`src/rtl/ahbl_master_arbiter.sv`:
```
// Two-master AHB-Lite arbiter (M0 = CPU, M1 = DMA) with a one-deep address buffer per master,
// so a master that saw HREADY=1 for an address the bus did not take is still served.
module ahbl_master_arbiter #(
    parameter bit ROUND_ROBIN = 1'b1
) (
    input  logic        HCLK,
    input  logic        HRESET,
    input  logic [31:0] M0_HADDR,
    input  logic [1:0]  M0_HTRANS,
    input  logic [2:0]  M0_HSIZE,
    input  logic        M0_HWRITE,
    input  logic [31:0] M0_HWDATA,
    output logic        M0_HREADY,
    output logic [31:0] M0_HRDATA,
    input  logic [31:0] M1_HADDR,
    input  logic [1:0]  M1_HTRANS,
    input  logic [2:0]  M1_HSIZE,
    input  logic        M1_HWRITE,
    input  logic [31:0] M1_HWDATA,
    output logic        M1_HREADY,
    output logic [31:0] M1_HRDATA,
    output logic [31:0] HADDR,
    output logic [1:0]  HTRANS,
    output logic [2:0]  HSIZE,
    output logic        HWRITE,
    output logic [31:0] HWDATA,
    input  logic        HREADY,
    input  logic [31:0] HRDATA
);
    localparam logic [1:0] TR_IDLE   = 2'b00;
    localparam logic [1:0] TR_NONSEQ = 2'b10;

    logic [1:0][31:0] m_haddr, m_hwdata, pend_addr, eff_addr;
    logic [1:0][2:0]  m_hsize, pend_size, eff_size;
    logic [1:0][1:0]  m_htrans;
    logic [1:0]       m_hwrite, pend_write, eff_write;
    logic [1:0]       pend_v, req, m_hready;

    logic gnt, gnt_q, prio, dvalid, downer, hready_q, bus_nonseq;

    assign m_haddr  = {M1_HADDR, M0_HADDR};
    assign m_hwdata = {M1_HWDATA, M0_HWDATA};
    assign m_hsize  = {M1_HSIZE, M0_HSIZE};
    assign m_htrans = {M1_HTRANS, M0_HTRANS};
    assign m_hwrite = {M1_HWRITE, M0_HWRITE};

    for (genvar i = 0; i < 2; i++) begin : g_m
        localparam logic IDX = 1'(i);
        logic own;
        assign own         = dvalid && (downer == IDX);
        assign req[i]      = pend_v[i] | m_htrans[i][1];
        assign eff_addr[i] = pend_v[i] ? pend_addr[i]  : m_haddr[i];
        assign eff_size[i] = pend_v[i] ? pend_size[i]  : m_hsize[i];
        assign eff_write[i] = pend_v[i] ? pend_write[i] : m_hwrite[i];

        always_comb begin
            m_hready[i] = 1'b1;
            if (pend_v[i] && !own)  m_hready[i] = 1'b0;
            else if (own)           m_hready[i] = HREADY;
            else if (gnt == IDX)    m_hready[i] = HREADY;
            else if (m_htrans[i][1]) m_hready[i] = 1'b0;
        end
    end

    // Re-arbitrate only when the previous address phase completed; otherwise hold the bus steady.
    always_comb begin
        gnt = gnt_q;
        if (hready_q) begin
            if (req == 2'b11)  gnt = prio;
            else if (req[0])   gnt = 1'b0;
            else if (req[1])   gnt = 1'b1;
        end
    end

    assign bus_nonseq = req[gnt];
    assign HTRANS     = bus_nonseq ? TR_NONSEQ : TR_IDLE;
    assign HADDR      = eff_addr[gnt];
    assign HSIZE      = eff_size[gnt];
    assign HWRITE     = eff_write[gnt];
    assign HWDATA     = dvalid ? m_hwdata[downer] : 32'h0;
    assign M0_HREADY  = m_hready[0];
    assign M1_HREADY  = m_hready[1];
    assign M0_HRDATA  = HRDATA;
    assign M1_HRDATA  = HRDATA;

    always_ff @(posedge HCLK) begin
        if (HRESET) begin
            gnt_q    <= 1'b0;
            prio     <= 1'b0;
            dvalid   <= 1'b0;
            downer   <= 1'b0;
            hready_q <= 1'b1;
            pend_v   <= 2'b00;
        end else begin
            hready_q <= HREADY;
            gnt_q    <= gnt;
            if (HREADY) begin
                dvalid <= bus_nonseq;
                downer <= gnt;
                if (ROUND_ROBIN && bus_nonseq) prio <= ~gnt;
            end
            // A master finishing its data phase while losing arbitration has already seen
            // HREADY=1 for its next address, so that address must be kept here.
            for (int i = 0; i < 2; i++) begin
                if (HREADY && gnt == 1'(i)) begin
                    pend_v[i] <= 1'b0;
                end else if (HREADY && dvalid && downer == 1'(i) && m_htrans[i][1] && !pend_v[i]) begin
                    pend_v[i]     <= 1'b1;
                    pend_addr[i]  <= m_haddr[i];
                    pend_size[i]  <= m_hsize[i];
                    pend_write[i] <= m_hwrite[i];
                end
            end
        end
    end
endmodule

```
`config.mk`:
```
export PLATFORM = sky130hd
export DESIGN_NAME = ahbl_master_arbiter
export DESIGN_NICKNAME = d
export VERILOG_FILES = /design/src/rtl/ahbl_master_arbiter.sv
export SDC_FILE = /design/constraint.sdc
export NUM_CORES = 1
export LEC_CHECK = 0
export BUFFER_PORTS_ARGS = -buffer_cell sky130_fd_sc_hd__buf_4
export CAP_MARGIN = 10
export CORE_ASPECT_RATIO = 0.75
export CORE_MARGIN = 8
export CORE_UTILIZATION = 43
export CTS_CLUSTER_SIZE = 25
export DETAILED_ROUTE_END_ITERATION = 10
export PLACE_DENSITY = 0.81
export SYNTH_ARGS = -nofsm -noshare
export SYNTH_HDL_FRONTEND = slang
export SYNTH_SLANG_ARGS = --single-unit
```
`constraint.sdc`:
```
create_clock -name HCLK -period 7.6 [get_ports HCLK]
set_input_delay 1.52 -clock HCLK [delete_from_list [all_inputs] [get_ports HCLK]]
set_output_delay 1.52 -clock HCLK [all_outputs]
set_load 0.1 [all_outputs]
```
### Word level (Yosys, flattened, before mapping)

Cells that the tools add are included.

* register bits after elaboration: 79
* input port bits: 175
* output and inout port bits: 136
* logic and storage cells: 75

* magnitude comparators: 2
* equality and inequality tests: 1
* multiplexer cells: 30
* bitwise gates (word level): 7
* reductions and logical operators: 22

Operator list (number)
* $mux W32: 7
* $mux W1: 18
* $logic_and A1 B1 Y1: 13
* $mux W3: 4
* $reduce_and A3 Y1: 2
* $not A1 Y1: 5
* $logic_not A1 Y1: 4
* $lt A1 B2 Y1 const B: 2
* $reduce_or A2 Y1: 2
* $eq A2 B2 Y1 const B: 1
* $mux W2: 1
* $or A1 B1 Y1: 2
* $reduce_and A2 Y1: 1

### Depth between registers and ports, before layout

Gate-level depths: netlist of the first run.

* word-level depth: 9
* depth in mapped cells: 7
* mapped depth without buffers: 4

### Worst setup path after synthesis of the first run

OpenSTA, ideal clock, no wires.

* path kind: input-to-reg
* start point: input M0_HTRANS[1]
* end point: register pend_addr[0] (netlist name), enable pin
* library setup time: 519 ps
* data arrival time: 5749 ps
* data required time: 7081 ps
* setup slack: 1332 ps
* stages: 5
* buffers on the path: 2
* cell sequence: or2_1 > a32o_1 > buf_6 > buf_6 > nor4_1

* cells in the longest elaborated chain, start to end: 8
* elaborated cells on any way between the ends: 11
* classes of those cells: 1 x eq/ne; 3 x mux; 3 x bitwise; 4 x reduce/logical

Ends and longest elaborated chain
* start: declaration: RTL line 9 `input logic [1:0] M0_HTRANS,`
* $or A1 B1 Y1: RTL line 51 `assign req[i] = pend_v[i] | m_htrans[i][1];`
* $eq A2 B2 Y1 or $mux W1 (tied branches): RTL line 69, 70
* $mux W1: RTL line 69 `if (req == 2'b11) gnt = prio;`
* $mux W1: RTL line 68 `if (hready_q) begin`
* $not A1 Y1: RTL line 105 `if (HREADY && gnt == 1'(i)) begin`
* $logic_and A1 B1 Y1: RTL line 105
* $not A1 Y1 (no line)
* $reduce_and A3 Y1 (no line) *
* end signal: indexed assignment: RTL line 109 `pend_addr[i] <= m_haddr[i];`
* end: declaration: RTL line 33 `logic [1:0][31:0] m_haddr, m_hwdata, pend_addr, eff_addr;`

Every way passes the cells marked *; elsewhere a longest branch is shown, timed or not.
A chain may end at the register's enable or synchronous reset.

### Worst setup path in the final report of the first run

* start point: input M1_HTRANS[1]
* end point: output HADDR[27]

* cells in the longest elaborated chain, start to end: 7
* elaborated cells on any way between the ends: 8
* classes of those cells: 1 x eq/ne; 6 x mux; 1 x bitwise

Ends and longest elaborated chain
* start: declaration: RTL line 16 `input logic [1:0] M1_HTRANS,`
* $or A1 B1 Y1 *: RTL line 51
* $mux W1: RTL line 71 `else if (req[1]) gnt = 1'b1;`
* $mux W1: RTL line 70 `else if (req[0]) gnt = 1'b0;`
* $mux W1 *: RTL line 69
* $mux W1 *: RTL line 68
* $mux W32 (not written as such) * (2 in series): RTL line 77 `assign HADDR = eff_addr[gnt];`
* end: declaration: RTL line 22 `output logic [31:0] HADDR,`

Every way passes the cells marked *; elsewhere a longest branch is shown, timed or not. The select of a mux whose other input is x is not followed.

==> impl_metrics.toml, run 1 <==
[worst_setup_path]
rr_endpoint = "pend_addr[4]"
cp-end-kind = "primary output"
cp.required_ps = 6080
reg2reg_slack_ps = 4840
crit_type = "in -> out"
worstSetupStartpoint = "M1_HTRANS[1]"
start_kind = "input pin"
r2r_cells = 5
cp.arrival_ps = 3430
rr_startpoint = "pend_v[0]"
cp_max_fo = 79

[floorplan]
fp.dieW_um = 138
io_pins = 311
die_h_um = 107
fp.dieArea_um2 = 14800
num_rows = 33
core-area_um2 = 10900
initial_utilization = 0.440

[global_route]
grt_pass1_wl_um = 19700
antenna_found_initial = 0
gr-total-overflow = 0
grt_pass1_vias = 3674
grt_max_degree = 80
grtUsageTotal = 0.169

[final_layout]
nets = 726
syn2layout_area_growth_pct = 30.6
drive_gt1_frac = 0.429
antennaDiodeCount = 0
final-seq-area_um2 = 2310
multi_input_area_um2 = 1790
fillers = 887
fin_cells = 693

[timing]
slew_headroom = 0.305
fin_hold_ws_ps = 526
period_needed_ps = 4950
clock.fmax_mhz = 202
hold_violations = 0
drv_slew = 0
rsz0062_at_grt = "false"
finalSetupTns_ps = 0
fin_skew_ps = 7.76
fin_crit_sh = 0.651
fin_ws_ps = 2650
worstMarginPinSlew_ps = 1040
finalSetupViolCount = 0

[job]
cap_violations = 0

[logic_synthesis]
yosys.area.top_type_share = 0.453
synth_area_leader_cell = "edfxtp_1"
yosysUniqueCellTypes = 28
async_flop_share = 0
yosysSeqAreaShare = 0.482
synth_nets = 598
synth.area.top_cells = "edfxtp_1 45%, mux2i_1 15%, buf_4 10%, nor2b_1 9.0%, a211oi_1 5.7%"
synth_enable_flop_cells = 72
synth-seq-cells = 79
ys_warn_count = 0
synthCells = 423
synth_ff_type = "edfxtp_1"
syn_area_per_cell_um2 = 11.3
syn_area_um2 = 4770

[detailed_routing]
drtPass1Iterations = 4
antenna_left = 0
drc = 0
viasPerCell = 5.08
drt_iter0_drc = 222
wl_um = 13100
detail_route.wl_per_cell_um = 18.9
vias = 3522

[clock_network]
clkLatencyLatePin_ps = 330
clk_pin_slew_ps = 60
cts.sinks = 79
post_cts_buffers = 0
root_buffer = "clkbuf_16"
clockBufferDepth = 2
htree_levels = 3
cts_buffers = 9
hold_buffers = 0
cts_resized = 0
cts_tree = "done"

[power]
power_density_nw_per_um2 = 235
max-vdd-ir-drop_mv = 0.154
total_power_uw = 1470
p_leak_uw = 0.00238

[worst_hold_path]
min_from = "prio"
min_delay_path_depth = 2
min_path_type = "reg -> reg"
whs_endpoint = "prio"

[place]
place_hpwl_um = 9840
pre_cts_ws_ps = 2610
gp_congestion = 0.747
port_buffers = 211
placed_cells = 680

[run_status]
status = "finished, final reports clean"
## how the worst max path moves through the flow
stage                               to  slack, ps
after floorplan           pend_addr[0]       1330
after global placement       M0_HREADY       2730
after detailed placement     HADDR[27]       2610
after CTS                    HADDR[27]       2620
after global routing         HADDR[24]       2450
final                        HADDR[27]       2650
## worst max-delay path, stage by stage
cell and delay (ps):
buf_4 140, o21ai_0 270, a32o_4 790, a211oi_1 120, a21oi_1 240, buf_4 340
## where the power goes
group	internal, uW	leakage [uW]	total (uW)	switching, uW
Combinational	136	0.00153	505	368
Sequential	478	0.000706	488	10.7
Clock	315	0.000153	475	160
Total	929	0.00238	1470	539
## layout make-up
cell class,count,area share
multi-input combinational,241,0.288
clock inverter,4,0.0157
inverter,4,0.00241
tap,140,0.0281
timing repair buffer,216,0.260
clock buffer,9,0.0361
sequential,79,0.370
## logic make-up after synthesis
| family | share of synthesized area |
|---|---|
| compound gates | 0.118 |
| buf+inv | 0.147 |
| flops | 0.482 |
| mux | 0.147 |
| other cells | 0.000785 |
| simple gates | 0.105 |
## cells in the mapped netlist, types with 2 or more instances
library cell,number
inv_1,4
buf_2,7
nor2b_1,69
nor2_1,6
o21ai_0,4
a21oi_1,39
a32o_1,2
buf_4,66
buf_6,8
nor4_1,2
a211oi_1,36
edfxtp_1,72
mux2i_1,70
clkbuf_1,18
dfxtp_1,7
## placed cells by master (no fill, tap or decap), drive strengths merged, types with 2 or more instances in the layout
| cell | netlist | routed |
|---|---|---|
| dfxtp | 7 | 7 |
| bufinv | 0 | 3 |
| nor2 | 6 | 6 |
| o21ai | 4 | 4 |
| or2 | 2 | 2 |
| clkbuf | 18 | 9 |
| edfxtp | 72 | 72 |
| mux2i | 70 | 70 |
| a221oi | 2 | 2 |
| a211oi | 36 | 36 |
| a32o | 2 | 2 |
| nor4 | 2 | 2 |
| nor2b | 69 | 69 |
| inv | 4 | 4 |
| buf | 81 | 216 |
| a21oi | 39 | 39 |
## through the flow
stage / instance area, um^2 / util
5_1_grt: 6230 / 0.574
3_5_place_dp: 5910 / 0.544
4_1_cts: 6230 / 0.574
2_1_floorplan: 4770 / -
3_3_place_gp: 5910 / 0.544
6_report: 6230 / 0.574
## layer usage
layer	part of all wire	vias to the layer above	track usage
li1	-	1730	-
met1	0.45	1627	0.231
met2	0.47	133	0.250
met3	0.073	32	0.0564
met4	0.012	0	0.0495
met5	0	-	0
## registers in the layout (all words and copies together), names as in the netlist
signal and cells:
pend_addr 64, pend_size 6, dvalid 1, hready_q 1, gnt_q 1, prio 1
pend_write 2, downer 1, pend_v 2
(Power assumes the default switching activity.)
==> run 2, diff against run 1 <==
- CORE_UTILIZATION: 43 -> 39
- PLACE_DENSITY: 0.81 -> 0.78
- clock period: 7.6 -> 4.05 ns (I/O delays scaled with it)
==> run 2 against run 1 <==
Against the previous run: global-route usage is 1.1 points lower; largest cell class unchanged; combinational power is 88% higher; hold slack better by 31 ps.
==> impl_metrics.toml, run 2 (synthesized netlist as in run 1, its figures left out) <==
[worst_setup_path]
r2r_cells = 4
cp.arrival_ps = 2860
worstSetupStartpoint = "pend_v[1]"
reg2reg_slack_ps = 1390
cp_max_fo = 74
crit_type = "reg -> out"
cp-endpoint = "HADDR[19]"
start_kind = "flip-flop"
cp-end-kind = "primary output"
rr_startpoint = "pend_v[1]"
cp.required_ps = 3240
rr_endpoint = "pend_addr[27]"

[clock_network]
cts_tree = "done"
clkLatencyLatePin_ps = 330
cts.sinks = 79
clockBufferDepth = 2
cts_resized = 0
hold_buffers = 0
root_buffer = "clkbuf_16"
cts_buffers = 9
post_cts_buffers = 0
htree_levels = 3
clk_pin_slew_ps = 60

[timing]
rsz0062_at_grt = "false"
finalSetupViolCount = 0
period_needed_ps = 3670
drv_slew = 0
hold_violations = 0
slew_headroom = 0.316
clock.fmax_mhz = 272
finalSetupTns_ps = 0
fin_skew_ps = 6.42
worstMarginPinSlew_ps = 1030
fin_crit_sh = 0.906
fin_hold_ws_ps = 556

[floorplan]
die_h_um = 112
fp.dieArea_um2 = 16100
initial_utilization = 0.394
fp.dieW_um = 144
core-area_um2 = 12100
io_pins = 311
num_rows = 35

[detailed_routing]
detail_route.wl_per_cell_um = 18.4
drtPass1Iterations = 4
viasPerCell = 4.90
drc = 0
vias = 3544
antenna_left = 0
drt_iter0_drc = 157
wl_um = 13300

[global_route]
grt_max_degree = 75
grt_pass1_wl_um = 20000
antenna_found_initial = 0
gr-total-overflow = 0
grt_pass1_vias = 3679
grtUsageTotal = 0.158

[place]
gp_congestion = 0.794
postPlaceCellArea_um2 = 5980
place_hpwl_um = 10100
port_buffers = 211

[final_layout]
top_regs = "pend_addr x64, pend_size x6"
final_area_um2 = 6270
layout_commonest_cell = "buf_4"
drive_gt1_frac = 0.431
syn2layout_area_growth_pct = 31.3
fin_util = 0.517
final-seq-area_um2 = 2310
fillers = 1081
final_cell_mix = "217 x buf_4, 72 x edfxtp_1, 70 x mux2i_1"
nets = 727
top_register = "pend_addr"
largest_reg_flops = 64
multi_input_area_um2 = 1820
antennaDiodeCount = 0

[job]
cap_violations = 0

[power]
total_power_uw = 2660
p_leak_uw = 0.00237
max-vdd-ir-drop_mv = 0.230
power_density_nw_per_um2 = 424

[worst_hold_path]
min_path_type = "reg -> reg"
min_delay_path_depth = 2

[run_status]
status = "finished, final reports clean"
## run 2: cell count changes in the layout (fill, tap and decap cells not counted), moves of 2 or more
cell	before	now
bufinv_16	3	1
clkbuf_1	0	2
nor4_2	2	0
nor4_4	0	2
## run 2: critical path, cell delays in order, from the launching register on
cell	delay, ps
dfxtp_2	520
o21ai_0	380
a32o_4	770
buf_4	270
a211oi_1	50
a21oi_1	160
buf_4	310
## run 2: per-stage QoR
stage          setup WS [ps]  instances
3_3_place_gp             465        707
4_1_cts                  365        723
3_5_place_dp             421        707
6_report                 379        723
5_1_grt                  149        723
2_1_floorplan          -37.3        423
## run 2: how the worst min path moves through the flow
stage	endpoint	slack, ps	start
after detailed placement	prio	540	prio
after CTS	prio	560	prio
after global routing	prio	590	prio
after global placement	prio	490	prio
final	prio	560	prio
after floorplan	prio	470	prio
## run 2: where the power goes
part           switching (uW)  internal [uW]
clock network             314            478
logic                     693            258
registers                20.3            896
total                    1030           1630
## run 2: layout make-up
type | instances | area share
well taps | 166 | 0.0331
multi-input cells | 241 | 0.290
inverters | 4 | 0.00240
repair buffers | 217 | 0.260
flip-flops and latches | 79 | 0.368
clock buffers | 11 | 0.0371
clock inverters | 5 | 0.00938
## run 2: layer usage
layer / vias to the layer above / GRT usage / part of all wire
met5: - / 0 / 0
met4: 0 / 0.0594 / 0.023
met3: 41 / 0.0530 / 0.075
met2: 133 / 0.260 / 0.48
met1: 1641 / 0.186 / 0.42
li1: 1729 / - / -
==> run 3, diff against run 2 <==
- CORE_UTILIZATION: 39 -> 45
- PLACE_DENSITY: 0.78 -> 0.85
- clock period: 4.05 -> 4.5 ns (I/O delays scaled with it)
==> run 3 against run 2 <==
Against the previous run: die area decreased by 12%; via count increased by 1.0%; hold slack improved by 20 ps; power decreased by 11%; final cell count decreased by 4.3%; first-iteration DRC count increased by 5.1%; worst setup slack improved by 370 ps; sequential power decreased by 9.9%; clock power decreased by 14%; global-route usage increased by 2.7 points; non-clock buffer count unchanged; largest power group unchanged; highest routed layer unchanged.
==> impl_metrics.toml, run 3 (synthesized netlist as in run 1, its figures left out) <==
[run_status]
status = "finished, final reports clean"

[detailed_routing]
drt_iter0_drc = 165
wl_um = 14000
vias = 3581
drtPass1Iterations = 4
antenna_left = 0
drc = 0
detail_route.wl_per_cell_um = 20.2
viasPerCell = 5.17

[worst_setup_path]
cp_slowest_stage_delay_ps = 790
start_kind = "input pin"
cp.required_ps = 3600
cp-end-kind = "primary output"
crit_chain = "buf_4, o21ai_0, a32o_4, a211oi_1, a21oi_1, buf_4"
cp_common_cell = "buf_4"
cp_slowest_cell = "a32o_4"
crit_type = "in -> out"
cp.arrival_ps = 2850
cp_max_fo = 79

[floorplan]
io_pins = 311
die_h_um = 105
fp.dieW_um = 135
fp.dieArea_um2 = 14200
num_rows = 32
core-area_um2 = 10300
initial_utilization = 0.464

[final_layout]
final_cell_mix = "217 x buf_4, 72 x edfxtp_1, 70 x mux2i_1"
nets = 727
largest_reg_flops = 64
top_regs = "pend_addr x64, pend_size x6"
fin_cells = 692
top_register = "pend_addr"
syn2layout_area_growth_pct = 30.2
layout_commonest_cell = "buf_4"
drive_gt1_frac = 0.431

[clock_network]
clk_pin_slew_ps = 60
hold_buffers = 0
post_cts_buffers = 0
clockBufferDepth = 2
clkLatencyLatePin_ps = 320
cts_buffers = 9
cts_tree = "done"
htree_levels = 3
cts_resized = 0
cts.sinks = 79
root_buffer = "clkbuf_16"

[timing]
hold_violations = 0
period_needed_ps = 3750
fin_crit_sh = 0.834
clock.fmax_mhz = 266
finalSetupTns_ps = 0
fin_skew_ps = 5.14
drv_slew = 0
rsz0062_at_grt = "false"
slew_headroom = 0.301
worstMarginPinSlew_ps = 1050
finalSetupViolCount = 0

[global_route]
busiest_layer = "met2"
grtUsageTotal = 0.185
use_met3 = 0.0679
grt_max_degree = 80
grt_pass1_wl_um = 20900
antenna_found_initial = 1
grt_pass1_vias = 3823
global_route.usage.met1 = 0.218
gr-total-overflow = 0
use_met2 = 0.310

[place]
placed_cells = 677
port_buffers = 211
gp_congestion = 0.770
place_hpwl_um = 10800

[power]
power_density_nw_per_um2 = 381
max-vdd-ir-drop_mv = 0.282
p_leak_uw = 0.00237

[worst_hold_path]
min_path_type = "reg -> reg"

[job]
cap_violations = 0
==> run 3: cell count changes in the layout (fill, tap and decap cells not counted), sizes merged <==
cell / before / now
clkinv: 2 / 3
diode: 0 / 1
clkinvlp: 2 / 1
clkbuf: 11 / 9
==> run 3: per-layer routing <==
metal | routed length, um | vias up
met5 | 0 | -
met4 | 194 | 0
met3 | 1050 | 33
met2 | 7020 | 141
met1 | 5710 | 1675
li1 | - | 1732
==> run 3: cell type report <==
class	instances	area, um^2
inverters	4	15.0
well taps	136	170
flip-flops and latches	79	2310
repair buffers	217	1630
clock inverters	5	51.3
multi-input cells	241	1820
diodes	1	2.50
clock buffers	9	225
fillers	836	4070
==> run 3: worst max-delay path, delay by kind of cell <==
family / cells / cell delay [ps]
buffers and inverters: 2 / 470
AOI/OAI and AO/OA: 4 / 1400
==> run 3: final timing paths <==
check | endpoint | slack [ps] | depth (start not counted) | startpoint
max | HADDR[25] | 750 | 6 | M1_HTRANS[1]
min | prio | 580 | 2 | prio
max reg2reg | pend_addr[39] | 1840 | 3 | downer
min reg2reg | prio | 580 | 2 | prio
==> run 3: power breakdown <==
group	switching, uW	internal (uW)
sequential	18.3	807
clock	266	419
combinational	624	231
total	909	1460
==> run 3: stage by stage <==
step           utilization  cell area, um^2  worst slack (ps)  hold slack, ps  total power, uW
2_1_floorplan            -             4790               323             472             1740
3_5_place_dp         0.577             5940               749             559             1700
3_3_place_gp         0.577             5940               841             488             1690
4_1_cts              0.604             6210               755             575             2390
6_report             0.604             6220               747             577             2370
5_1_grt              0.604             6220               625             624             2440
